**config.mk**
```make
export PLATFORM = sky130hd
export DESIGN_NAME = decode_pipe
export DESIGN_NICKNAME = d
export VERILOG_FILES = /design/src/rtl/cpu_pkg.sv /design/src/rtl/decode_ctrl.sv /design/src/rtl/decode_pipe.sv
export SDC_FILE = /design/constraint.sdc
export NUM_CORES = 1
export LEC_CHECK = 0
export CORE_ASPECT_RATIO = 0.8
export CORE_MARGIN = 2
export CORE_UTILIZATION = 28
export DETAILED_ROUTE_END_ITERATION = 16
export GPL_TIMING_DRIVEN = 0
export SLEW_MARGIN = 20
export SYNTH_ARGS = -nofsm -noshare
export SYNTH_HDL_FRONTEND = slang
export SYNTH_HIERARCHICAL = 1
export SYNTH_SLANG_ARGS = --single-unit
```
**constraint.sdc**
```tcl
create_clock -name clk -period 2.5 [get_ports clk]
set_input_delay 0.5 -clock clk [delete_from_list [all_inputs] [get_ports clk]]
set_output_delay 0.5 -clock clk [all_outputs]
set_load 0.02 [all_outputs]
```
**src/rtl/cpu_pkg.sv**
```systemverilog
// Shared definitions for the decode stage: opcode map, pipeline FSM encoding
// and the decoded control bundle carried from decode into execute.
package cpu_pkg;

  localparam logic [3:0] OP_HALT  = 4'b0000;
  localparam logic [3:0] OP_BR    = 4'b0010;
  localparam logic [3:0] OP_JMP   = 4'b0100;
  localparam logic [3:0] OP_ST    = 4'b0111;
  localparam logic [3:0] OP_LD    = 4'b1000;
  localparam logic [3:0] OP_ALUR0 = 4'b1010;
  localparam logic [3:0] OP_ALUR1 = 4'b1011;
  localparam logic [3:0] OP_ALUI0 = 4'b1100;
  localparam logic [3:0] OP_ALUI1 = 4'b1101;
  localparam logic [3:0] OP_ALUI2 = 4'b1110;
  localparam logic [3:0] OP_ALUI3 = 4'b1111;

  typedef enum logic [0:0] {
    ST_RUN    = 1'b0,
    ST_HALTED = 1'b1
  } pipe_state_e;

  typedef struct packed {
    logic [2:0] rd_rq;
    logic [2:0] rs;
    logic       write_en;
    logic       jb;
    logic       imm_sel;
    logic       rs_or_imm;
    logic [3:0] alu_ctrl;
    logic       mem_wr;
    logic       mem_rd;
  } id_ctrl_t;

  // Register field that the hazard check and the ID bundle treat as rd/rq.
  function automatic logic [2:0] sel_rd_rq(input logic [15:0] inst);
    return inst[14] ? inst[11:9] : inst[5:3];
  endfunction

endpackage

```
**src/rtl/decode_ctrl.sv**
```systemverilog
// Purely combinational instruction decode: control bundle and next-PC
// selection from one 16-bit instruction word.
module decode_ctrl
  import cpu_pkg::*;
#(
  parameter int PC_W = 13
) (
  input  logic [15:0]     inst,
  input  logic [PC_W-1:0] pc,
  input  logic [PC_W-1:0] pc_plus2,
  output id_ctrl_t        ctrl,
  output logic [PC_W-1:0] pc_next
);

  logic [3:0] opcode_s;

  assign opcode_s = inst[15:12];

  // Field extraction, opcode classification and ALU operation select.
  always_comb begin
    ctrl           = '0;
    ctrl.rd_rq     = sel_rd_rq(inst);
    ctrl.rs        = inst[8:6];
    ctrl.write_en  = inst[15];
    ctrl.jb        = (opcode_s == OP_JMP) || (opcode_s == OP_BR);
    ctrl.imm_sel   = (opcode_s == OP_LD) || (opcode_s == OP_ST);
    ctrl.rs_or_imm = inst[13];
    ctrl.mem_wr    = (opcode_s == OP_ST);
    ctrl.mem_rd    = (opcode_s == OP_LD);
    case (opcode_s)
      OP_ALUI0: ctrl.alu_ctrl = 4'b0000;
      OP_ALUI1: ctrl.alu_ctrl = 4'b0001;
      OP_ALUI2: ctrl.alu_ctrl = 4'b0010;
      OP_ALUI3: ctrl.alu_ctrl = 4'b0011;
      // A zero sub-op field in this group selects operation 8.
      OP_ALUR1: ctrl.alu_ctrl = (inst[2:0] != 3'b000) ? {1'b0, inst[2:0]} : 4'b1000;
      OP_ALUR0: ctrl.alu_ctrl = {1'b1, inst[2:0]};
      default:  ctrl.alu_ctrl = 4'b0000;
    endcase
    pc_next = (opcode_s == OP_HALT) ? pc : pc_plus2;
  end

endmodule

```
**src/rtl/decode_pipe.sv**
```systemverilog
// Decode pipeline stage: ID output register with valid/ready handshake,
// RUN/HALTED control FSM, flush handling and load-use bubble insertion.
module decode_pipe
  import cpu_pkg::*;
#(
  parameter int PC_W      = 13,
  parameter int HAZARD_EN = 1
) (
  input  logic            clk,
  input  logic            rst_n,
  input  logic            if_valid,
  output logic            if_ready,
  input  logic [PC_W-1:0] if_pc,
  input  logic [PC_W-1:0] if_pc_plus2,
  input  logic [15:0]     if_inst,
  input  logic            ex_ready,
  input  logic            flush,
  input  logic            resume,
  output logic            id_valid,
  output logic [PC_W-1:0] id_pc_next,
  output logic [2:0]      id_rd_rq,
  output logic [2:0]      id_rs,
  output logic            id_write_en,
  output logic            id_jb,
  output logic            id_imm_sel,
  output logic            id_rs_or_imm,
  output logic [3:0]      id_alu_ctrl,
  output logic            id_mem_wr,
  output logic            id_mem_rd,
  output logic            halted
);

  id_ctrl_t        dec_ctrl_s;
  logic [PC_W-1:0] dec_pc_next_s;
  id_ctrl_t        ctrl_r;
  logic [PC_W-1:0] pc_next_r;
  logic            id_valid_r;
  pipe_state_e     state_r;
  pipe_state_e     state_next_s;
  logic            stall_s;
  logic            load_en_s;
  logic            transfer_s;
  logic            hazard_on_s;

  decode_ctrl #(.PC_W(PC_W)) u_decode_ctrl (
    .inst     (if_inst),
    .pc       (if_pc),
    .pc_plus2 (if_pc_plus2),
    .ctrl     (dec_ctrl_s),
    .pc_next  (dec_pc_next_s)
  );

  assign hazard_on_s = (HAZARD_EN != 0);

  // A load sitting in ID whose destination is read or named by the incoming
  // instruction holds fetch off until the load has left as a bubble.
  assign stall_s = hazard_on_s && id_valid_r && ctrl_r.mem_rd && ctrl_r.write_en &&
                   if_valid && ((dec_ctrl_s.rs == ctrl_r.rd_rq) ||
                                (dec_ctrl_s.rd_rq == ctrl_r.rd_rq));

  assign load_en_s  = !id_valid_r || ex_ready;
  assign if_ready   = rst_n && load_en_s && (state_r == ST_RUN) && !stall_s && !flush;
  assign transfer_s = if_valid && if_ready;

  // ID register: flush empties it, otherwise it refills whenever execute drains it.
  always_ff @(posedge clk) begin
    if (!rst_n) begin
      id_valid_r <= 1'b0;
      ctrl_r     <= '0;
      pc_next_r  <= '0;
    end else if (flush) begin
      id_valid_r <= 1'b0;
    end else if (load_en_s) begin
      id_valid_r <= transfer_s;
      if (transfer_s) begin
        ctrl_r    <= dec_ctrl_s;
        pc_next_r <= dec_pc_next_s;
      end
    end
  end

  // Pipeline state register.
  always_ff @(posedge clk) begin
    if (!rst_n) begin
      state_r <= ST_RUN;
    end else begin
      state_r <= state_next_s;
    end
  end

  // Halt on issuing a halt instruction; leave on resume or any flush.
  always_comb begin
    state_next_s = state_r;
    if (flush) begin
      state_next_s = ST_RUN;
    end else begin
      case (state_r)
        ST_RUN:    state_next_s = (transfer_s && (if_inst[15:12] == OP_HALT)) ? ST_HALTED : ST_RUN;
        ST_HALTED: state_next_s = resume ? ST_RUN : ST_HALTED;
        default:   state_next_s = ST_RUN;
      endcase
    end
  end

  assign id_valid     = id_valid_r;
  assign id_pc_next   = pc_next_r;
  assign id_rd_rq     = ctrl_r.rd_rq;
  assign id_rs        = ctrl_r.rs;
  assign id_write_en  = ctrl_r.write_en;
  assign id_jb        = ctrl_r.jb;
  assign id_imm_sel   = ctrl_r.imm_sel;
  assign id_rs_or_imm = ctrl_r.rs_or_imm;
  assign id_alu_ctrl  = ctrl_r.alu_ctrl;
  assign id_mem_wr    = ctrl_r.mem_wr;
  assign id_mem_rd    = ctrl_r.mem_rd;
  assign halted       = (state_r == ST_HALTED);

endmodule

```
# Yosys cells after proc, flatten, opt, wreduce, memory -nomap -nowiden
# Index checks and enable logic that the tools add are counted.
# op_classes
n_mux	7
n_reduce_logical	21
n_eq_ne	11
n_bitwise	3
# op_table
operator	count
$eq 4x4->1 const B	6
$pmux 4 s5	1
$mux 13	1
$logic_and 1x1->1	10
$eq 4x3->1 const B	2
$eq 3x3->1	2
$eq 4x2->1 const B	1
$logic_not 4->1	1
$logic_or 1x1->1	4
$mux 4	1
$logic_not 1->1	3
$mux 3	1
$not 1->1	3
$reduce_and 3->1	1
$reduce_bool 3->1	1
$mux 1	2
$pmux 1 s2	1
$reduce_or 2->1	1
# totals
input_bits	48
output_inout_bits	32
reg_bits	31
elab_cells	54

# Logic depth before layout (Yosys ltp)
# Gate-level depths: netlist of run 1.
# depth
depth_word	11
depth_mapped	8
depth_no_buf	5

# Modules after synthesis
# The synthesis of run 1 kept the hierarchy.
# by_module_without_submodules
mod	seq_area_each_um2	area_each_um2	n_inst	cells_per_inst
decode_pipe	620.6	1286.2	1	156
decode_ctrl	0.0	345.3	1	38

# Least setup slack after synthesis of run 1
# No wires, ideal clock.
# synth_timing
path_kind	input -> output
from	in if_inst[14]
to	out if_ready
arrival_time_ns	2.144
required_time_ns	2.000
path_slack_ns	-0.144
cell_stages	6
cell_sequence	buf_2 > mux2_2 > xnor2_1 > nand4_1 > nand2_1 > nor4b_1
# synth_lines
item	line_no	rtl
start: declaration	decode_pipe.sv:15	input logic [15:0] if_inst,
end: declaration	decode_pipe.sv:12	output logic if_ready,

==> out/metrics.yaml, run 1 <==
outcome:
  status: "complete, no violations"
global_routing:
  grt-ovfl-total: 0
  grt_max_degree: 11
  grt.total_usage_pct: 16.4
  grt_pass1_wl_um: 8180
  first_global_vias: 1695
  antenna_found_initial: 0
detailed_routing:
  ant_nets: 0
  num_vias: 1733
  first_pass_iters: 4
  vias_per_cell: 4.77
  drc_errors: 0
  routed_wirelength_um: 5120
  drt_iter0_markers: 86
  wl_per_cell_um: 14.1
hold_path:
  hp-class: "flip-flop to flip-flop"
  min_to: "id_pc_next[9]"
  hold_depth: 2
  hold_start: "id_pc_next[9]"
sta:
  tightest_slew_ns: 0.473
  finalSetupTns_ns: 0
  hold_violations: 0
  fin_worst_skew_ns: 0.00472
  finalSetupViolCount: 0
  post-route-period-util_pct: 94.7
  timing.hold.ws_ns: 0.451
  fin_crit_ns: 2.37
  max_freq_ghz: 0.422
  max-slew-margin-rel_pct: 68.5
  rsz0062_at_grt: "no"
  worst_slack_ns: 0.132
  report.final.slew_viol_count: 0
final_layout:
  antenna_cells: 0
  fill_cells: 569
  area_growth_pct: 65.3
  final_nets: 332
  stdcell_area_um2: 2700
  final_common_cell: "clkdlybuf4s50_1"
  drive_gt1_share_pct: 18.2
  most-common-layout-cells: "clkdlybuf4s50_1, nand2_1, nand4_1, dfxtp_1, o21ai_0"
  final_util_pct: 48.8
  fin_cells: 363
worst_setup_path:
  reg2reg_to: "id_pc_next[4]"
  crit_path_top_delay_cell: "mux2_4"
  reg2reg_from: "id_write_en"
  rrSetupSlack_ns: 0.49
  worstSetupPathType: "primary input to output pin"
  start_kind: "primary input"
  critical_path_required_ns: 2.00
  crit_path_max_fanout: 4
  crit_path_end_kind: "output pin"
  slowest_delay_ns: 0.32
  cp_data_arrival_time_ns: 1.87
  reg2regPathDepth: 10
  crit_chain: "buf_2, buf_6, mux2_4, xnor2_2, nand4_1, nand2_1, nor4b_2, buf_4"
place:
  gp_congestion: 0.754
  hpwl_um: 3670
  dp_slack_ns: -1.13
  portBuffers: 76
  placed_cell_area_um2: 2500
  dp.cells: 348
cts:
  clockBufferDepth: 2
  worstSkewPairLatency_ns: 0.29
  clkSlewWorstSetupHoldPaths_ns: 0.07
  cts_tree: "yes"
  cts_htree_levels: 2
  hold_buffers: 0
  numClockSinks: 31
  cts_buffers: 5
  root_buffer: "clkbuf_8"
floorplanning:
  dieHeight_um: 72.3
  io_pins: 80
  start_util_pct: 29.5
  die_x_um: 89.3
  fp-row-count: 24
  die-area_um2: 6460
  core_area_um2: 5530
power_and_ir_drop:
  leakagePower_nw: 0.993
  p_per_area_nw_per_um2: 460
  ir_drop_mv: 0.257
  power.total_mw: 1.24
run:
  maxCapViolCount: 0
logic_synthesis:
  synth_seq_cells: 31
  synth_area_um2: 1630
  ys_warn_count: 6
  seq_area_frac_synth_pct: 38.0
  synth.avg_cell_area_um2: 8.41
  syn_inst: 194
  synthesis.nets: 242
  synth_cell_types: 30
## routing by layer
metal	vias up	GRT usage [%]	part of all wire, %
met2	58	22.6	41
met4	0	3.98	0.94
met3	6	5.01	8.0
met1	789	24.8	50
met5	-	0	0
li1	880	-	-
## power breakdown
group	total, mW	switching [mW]	internal, mW	leakage, nW
registers	0.531	0.0150	0.516	0.253
logic	0.265	0.111	0.154	0.688
clock network	0.444	0.192	0.251	0.0515
total	1.24	0.318	0.921	0.993
## cell families after synthesis
group           after synthesis  share of synthesized area [%]
mux                          16                           11.0
flops                        31                           38.0
simple gates                 83                           28.4
buf+inv                      24                           8.05
compound gates               33                           10.7
xor+xnor                      7                           3.76
## repair_timing
action,CTS,global route
cloned,0,0
gates resized for setup,18,8
setup buffers,5,2
endpoints found under the setup margin,32,20
endpoints found under the hold margin,0,0
pin swaps,5,6
## critical path: cells and delay by family
family | cells | cell delay [ns]
xor+xnor | 1 | 0.13
buf+inv | 3 | 0.48
mux | 1 | 0.32
simple gates | 3 | 0.44
## state kept, by name, summed over array words and instances, names as in the netlist
| register | cells |
|---|---|
| halted | 1 |
| id_rs_or_imm | 1 |
| id_write_en | 1 |
| id_imm_sel | 1 |
| id_mem_wr | 1 |
| id_rs | 3 |
| id_mem_rd | 1 |
| id_alu_ctrl | 4 |
| id_pc_next | 13 |
| id_valid | 1 |
| id_jb | 1 |
| id_rd_rq | 3 |
## cells in the mapped netlist
cell	count	area share, %
nand4_1	31	12
and3_1	1	0.38
nor4b_2	1	0.92
a21oi_1	1	0.31
nand2_1	33	7.6
o21ai_0	19	5.8
and4_1	1	0.54
xnor2_1	7	3.8
nand3_1	1	0.31
mux2_2	16	11
clkbuf_1	11	2.5
or2_2	1	0.38
buf_6	2	1.4
o31a_1	1	0.54
nor3b_1	1	0.46
dfxtp_1	31	38
buf_4	6	2.8
nor4_4	1	1.3
nor3_1	4	1.2
o32ai_1	1	0.54
nand2b_1	2	0.77
nor2_1	2	0.46
and4b_1	1	0.61
buf_2	2	0.61
o21ai_1	10	3.1
a21boi_0	1	0.46
clkbuf_2	1	0.31
inv_1	2	0.46
nor4b_1	2	1.1
nand3b_1	1	0.46
## how the worst max path moves through the flow
| stage | start | end | slack, ns | cells after the start |
|---|---|---|---|---|
| after floorplan | if_inst[14] | if_ready | 0.11 | 6 |
| after detailed placement | if_inst[14] | if_ready | -1.13 | 8 |
| final | if_inst[14] | if_ready | 0.13 | 8 |
| after global routing | if_inst[14] | if_ready | 0.01 | 8 |
| after global placement | if_inst[14] | if_ready | -1.13 | 8 |
| after CTS | if_inst[9] | if_ready | 0.004 | 7 |
## cell type report
type | instances | area, um^2 | share of cell area, %
plain buffers | 22 | 130 | 4.83
inverters | 2 | 7.51 | 0.278
clock buffers | 8 | 100 | 3.71
multi-input cells | 139 | 927 | 34.4
well taps | 78 | 97.6 | 3.62
flip-flops and latches | 31 | 621 | 23.0
repair buffers | 83 | 813 | 30.2
Note: power is estimated with default switching activity, not from simulation.
==> run 2, diff against run 1 <==
Settings changed: CORE_MARGIN 2 to unset.
==> out/metrics.yaml, run 2 (synthesis results as in run 1) <==
final_layout:
  largest_reg_flops: 13  # unchanged
  stdcell_area_um2: 2600  # -3.6%
  most-common-layout-cells: "clkdlybuf4s50_1, nand2_1, nand4_1, dfxtp_1, o21ai_0"
  final_util_pct: 47.0  # -1.8 points
  fin_cells: 356  # -1.9%
  antenna_cells: 0  # unchanged
  drive_gt1_share_pct: 14.7  # -3.5 points
  area_growth_pct: 59.3
  final_common_cell: "clkdlybuf4s50_1"
  final_nets: 327  # -1.5%
worst_setup_path:
  start_kind: "primary input"
  cp_data_arrival_time_ns: 1.90  # +0.03 ns
  crit_path_top_delay_cell: "clkdlybuf4s50_1"
  worstSetupPathType: "primary input to output pin"
  reg2reg_from: "id_write_en"
  reg2regPathDepth: 6  # -4
  crit_path_end_kind: "output pin"
  slowest_delay_ns: 0.39  # +0.07 ns
  crit_path_max_fanout: 2  # -2
  critPathTopFamily: "buffers and inverters"
  path_buf_inv: 2  # -1
  critical_path_required_ns: 2.00  # about the same
  rrSetupSlack_ns: 0.83  # +0.34 ns
  crit_chain: "clkdlybuf4s50_1, mux2_2, xnor2_1, nand4_1, nand2_1, nor4b_2, buf_4"
  reg2reg_to: "halted"
global_routing:
  grt-ovfl-total: 0  # unchanged
  grt_max_degree: 11  # unchanged
  first_global_vias: 1596  # -5.8%
  grt_pass1_wl_um: 7620  # -6.9%
  antenna_found_initial: 0  # unchanged
  grt.total_usage_pct: 16.3  # -0.12 points
cts:
  root_buffer: "clkbuf_8"
  clockBufferDepth: 2  # unchanged
  numClockSinks: 31  # unchanged
  cts_buffers: 5  # unchanged
  cts_tree: "yes"
  worstSkewPairLatency_ns: 0.28  # about the same
  clkSlewWorstSetupHoldPaths_ns: 0.06  # about the same
  cts_htree_levels: 2  # unchanged
outcome:
  status: "complete, no violations"
floorplanning:
  start_util_pct: 29.5  # unchanged
  io_pins: 80  # unchanged
  core_area_um2: 5530  # unchanged
  die_x_um: 87.3  # -2.2%
  die-area_um2: 6140  # -4.9%
  dieHeight_um: 70.3  # -2.8%
  fp-row-count: 24  # unchanged
detailed_routing:
  drc_errors: 0  # unchanged
  wl_per_cell_um: 13.9  # -1.3%
  ant_nets: 0  # unchanged
  first_pass_iters: 4  # unchanged
  drt_iter0_markers: 43  # -50%
  routed_wirelength_um: 4950  # -3.2%
  num_vias: 1704  # -1.7%
  vias_per_cell: 4.79  # +0.26%
power_and_ir_drop:
  leakagePower_nw: 0.915  # -7.9%
  power.total_mw: 1.15  # -7.1%
  p_per_area_nw_per_um2: 443  # -3.6%
  ir_drop_mv: 0.180  # -30%
place:
  hpwl_um: 3660  # -0.46%
  gp_congestion: 0.738  # -2.1%
  placed_cell_area_um2: 2500  # unchanged
  portBuffers: 76  # unchanged
  dp.cells: 348  # unchanged
sta:
  fin_crit_ns: 2.40  # +0.0293 ns
  tightest_slew_ns: 0.475  # +0.00175 ns
  post-route-period-util_pct: 95.9  # +1.2 points
  report.final.slew_viol_count: 0  # unchanged
  hold_violations: 0  # unchanged
  rsz0062_at_grt: "no"
  max_freq_ghz: 0.417  # -1.2%
  finalSetupViolCount: 0  # unchanged
  fin_worst_skew_ns: 0.00338  # -0.00134 ns
  max-slew-margin-rel_pct: 68.3  # -0.12 points
hold_path:
  min_to: "id_pc_next[6]"
  hold_depth: 2  # unchanged
  hold_start: "id_pc_next[6]"
  hp-class: "flip-flop to flip-flop"
run:
  maxCapViolCount: 0  # unchanged
-- run 2: where the power goes --
part           internal (mW)  total [mW]  switching (mW)
logic                  0.151       0.260           0.109
registers              0.517       0.531          0.0144
clock network          0.185       0.360           0.175
total                  0.853        1.15           0.299
-- run 2: routing by layer --
metal | GRT usage (%) | share of wire, % | wire length (um)
met1 | 23.1 | 50 | 2490
met2 | 22.6 | 40 | 2000
met3 | 5.67 | 8.0 | 396
met4 | 5.46 | 1.4 | 68
met5 | 0 | 0 | 0
-- run 2: worst max-delay path by stage --
stage                startpoint        to  slack, ns  cells after the start
floorplan           if_inst[14]  if_ready       0.11                      6
global placement    if_inst[14]  if_ready      -1.17                      8
detailed placement  if_inst[14]  if_ready      -1.12                      8
CTS                 if_inst[11]  if_ready       0.01                      7
global route         if_inst[9]  if_ready      0.005                      7
finish               if_inst[9]  if_ready       0.10                      7
-- run 2: area by class of cell --
cell class	instances	area [um^2]
buffer	22	130
multi-input combinational	139	897
fill	571	2930
timing repair buffer	78	773
sequential	31	621
tap	78	97.6
inverter	2	7.51
clock buffer	6	72.6
-- run 2: repair_timing --
item	CTS	global route
pin swaps	1	4
hold buffers	0	0
buffers inserted	2	0
gates resized for setup	12	4
endpoints found under the setup margin	32	1
-- run 2: per-stage QoR --
stage                     worst slack [ns]  hold slack (ns)  TNS, ns
after floorplan                      0.115            0.527        0
after global placement               -1.17            0.435   -14.77
after detailed placement             -1.12            0.442   -14.03
after CTS                           0.0138            0.451        0
after global routing               0.00452            0.466        0
final                                0.103            0.446        0
-- run 2: worst reg2reg max path: cells and delay by family (launching register included) --
family                 cells  cell delay (ns)
DFF                        1             0.33
buffers and inverters      2             0.50
AOI/OAI and AO/OA          1             0.19
and+or+nand+nor            3             0.56
==> RTL edit (settings of run 1) <==
`PC_W` is set to 13 in 2 places; all go to 11.
--- a/src/rtl/decode_ctrl.sv
+++ b/src/rtl/decode_ctrl.sv
@@ -4,5 +4,5 @@
   import cpu_pkg::*;
 #(
-  parameter int PC_W = 13
+  parameter int PC_W = 11
 ) (
   input  logic [15:0]     inst,
--- a/src/rtl/decode_pipe.sv
+++ b/src/rtl/decode_pipe.sv
@@ -4,5 +4,5 @@
   import cpu_pkg::*;
 #(
-  parameter int PC_W      = 13,
+  parameter int PC_W      = 11,
   parameter int HAZARD_EN = 1
 ) (
Ports: changed (resized id_pc_next, if_pc and if_pc_plus2); port bits go from 80 to 74. The function was not compared with the original's and may differ.
==> RTL edit against run 1 <==
  * Routed wire length fell by 7.1%
  * Power decreased by 7.2%
  * Synthesized area up 2.6%
  * Synthesized cell count is 6.2% lower
  * First-iteration DRC count is 53% lower
  * Final area down 3.2%
  * Sequential cell count fell by 2
  * Setup slack got worse by 43 ps
  * Largest cell class is now multi-input combinational cells
  * Sequential power shrank 6.6%
==> RTL edit: results (changes against run 1) <==
- Outcome: complete, no violations
- Crit Reg-Reg Endpoint: id_pc_next[3]$_SDFFE_PN0P_
- Largest net degree at the start of global routing: 11 (unchanged)
- Routability cong.: 0.726 (-3.7%)
- Sw Share: 0.257 (+0.000537)
- Overall routed net length: 4750 um (-7.1%)
- Top post-synthesis cells by area: dfxtp_1, nand4_1, o21ai_2
- Mapped Nets: 226 (-6.6%)
- R2r setup slk: 820 ps (+330 ps)
- Main flop type after synthesis: dfxtp_1
- Peak supply drop: 0.221 mV (-14%)
- IO buf count: 69 (-9.2%)
- DR iter-0 viols: 40 (-53%)
- Top cells by count, synth: nand2_1, dfxtp_1, nand4_1
- Clk_lat worst skew: 280 ps
- Critical Path Fanout Max: 2 (-2)
- Reg2reg start: id_mem_rd$_SDFFE_PN0P_
- Hold Crit Class: register to register
- Synth warn: 6 (unchanged)
- DP Wirelength: 3580 um (-2.5%)
- First-pass GRT wire length: 7570 um (-7.5%)
- CTS Hold Bufs: 0 (unchanged)
- Hold Path Depth: 2 (unchanged)
- Clock slew at reported path FFs: 60 ps
- Leak: 0.000956 uW (-3.7%)
- Layout cells sized above 1: 0.260 (+0.0771)
- Worst Tran Pin Value: 487 ps (+13.5 ps)
- Largest register FFs: 11 (-2)
- Synth unique cells: 29 (-3.3%)
- Max clock buf depth: 2 (unchanged)
- Cell Area, Placed: 2470 um^2 (-1.0%)
- Vias: 1618 (-6.6%)
- GR Util All Layers: 0.144 (-0.0197)
- FF-to-FF path depth: 8 (-2)
- Post-synthesis sequential area ratio: 0.347 (-0.0336)
- Initial antenna violation count: 0 (unchanged)
- Clock Root Buffer: clkbuf_8
- Crit path arrival time: 1910 ps (+40 ps)
- Worst Hold Path EP: id_pc_next[7]$_SDFFE_PN0P_
- Crit path launch: if_inst[11]
- Min-Delay Startpoint: id_pc_next[7]$_SDFFE_PN0P_
- Clock Skews: 5.98 ps (+1.26 ps)
- Layout Nets: 306 (-7.8%)
-- RTL edit: cell count changes after synthesis, sizes merged, moves of 2 or more --
cell / before / now
dfxtp: 31 / 29
nand2: 33 / 31
nand4: 31 / 29
mux2: 16 / 14
nor4b: 3 / 1
buf: 10 / 18
clkbuf: 12 / 4
inv: 2 / 0
-- RTL edit: layout make-up --
cell class	count	area [um^2]
timing repair buffer	73	713
tap	81	101
sequential	29	581
multi-input combinational	131	966
fill	612	3240
buffer	22	164
clock buffer	7	86.3
-- RTL edit: routing by layer --
layer,up-vias,share of wire,global-route usage
met5,-,0,0
met4,0,0.0055,0.0427
met3,4,0.045,0.0372
met2,35,0.47,0.230
met1,763,0.48,0.194
li1,816,-,-
-- RTL edit: kinds of logic after synthesis --
| logic type | Yosys count | share of synthesized area |
|---|---|---|
| DFF | 29 | 0.347 |
| buffers and inverters | 22 | 0.0904 |
| AOI/OAI and AO/OA | 31 | 0.143 |
| muxes | 14 | 0.117 |
| xor gates and xnor gates | 7 | 0.0366 |
| and+or+nand+nor | 79 | 0.267 |
-- RTL edit: worst max-delay path: stages --
cell and delay, ps:
clkdlybuf4s50_1 390, mux2_2 290, xnor2_1 150, nand4_1 150, buf_6 150, nand2_1 80, nor3_2 40, buf_4 150
-- RTL edit: worst max path at each step --
stage,endpoint,slack [ps],depth (start not counted)
6_report,if_ready,90,8
5_1_grt,if_ready,-4,8
4_1_cts,if_ready,5,8
3_5_place_dp,if_ready,-1110,9
3_3_place_gp,if_ready,-1120,9
2_1_floorplan,if_ready,140,7
-- RTL edit: power by group through the flow --
stage          Combinational (uW)  Sequential [uW]  Clock, uW
3_3_place_gp                  256              505          0
6_report                      263              496        391
2_1_floorplan                 103              530          0
5_1_grt                       283              498        425
3_5_place_dp                  257              505          0
4_1_cts                       261              496        401
-- RTL edit: per-stage QoR --
step / hold slack [ps] / total power, uW / utilization / instances / setup slack (ps)
floorplan: 531 / 633 / - / 182 / 142
global placement: 446 / 761 / 0.422 / 332 / -1120
detailed placement: 450 / 763 / 0.422 / 332 / -1110
CTS: 460 / 1160 / 0.442 / 342 / 5.18
global route: 476 / 1210 / 0.446 / 343 / -4.02
finish: 455 / 1150 / 0.446 / 343 / 89.2
-- RTL edit: repair_timing --
action,CTS,global route
pin swaps,1,2
setup buffers,3,1
resized for setup,15,4
setup endpoints to repair,1,1
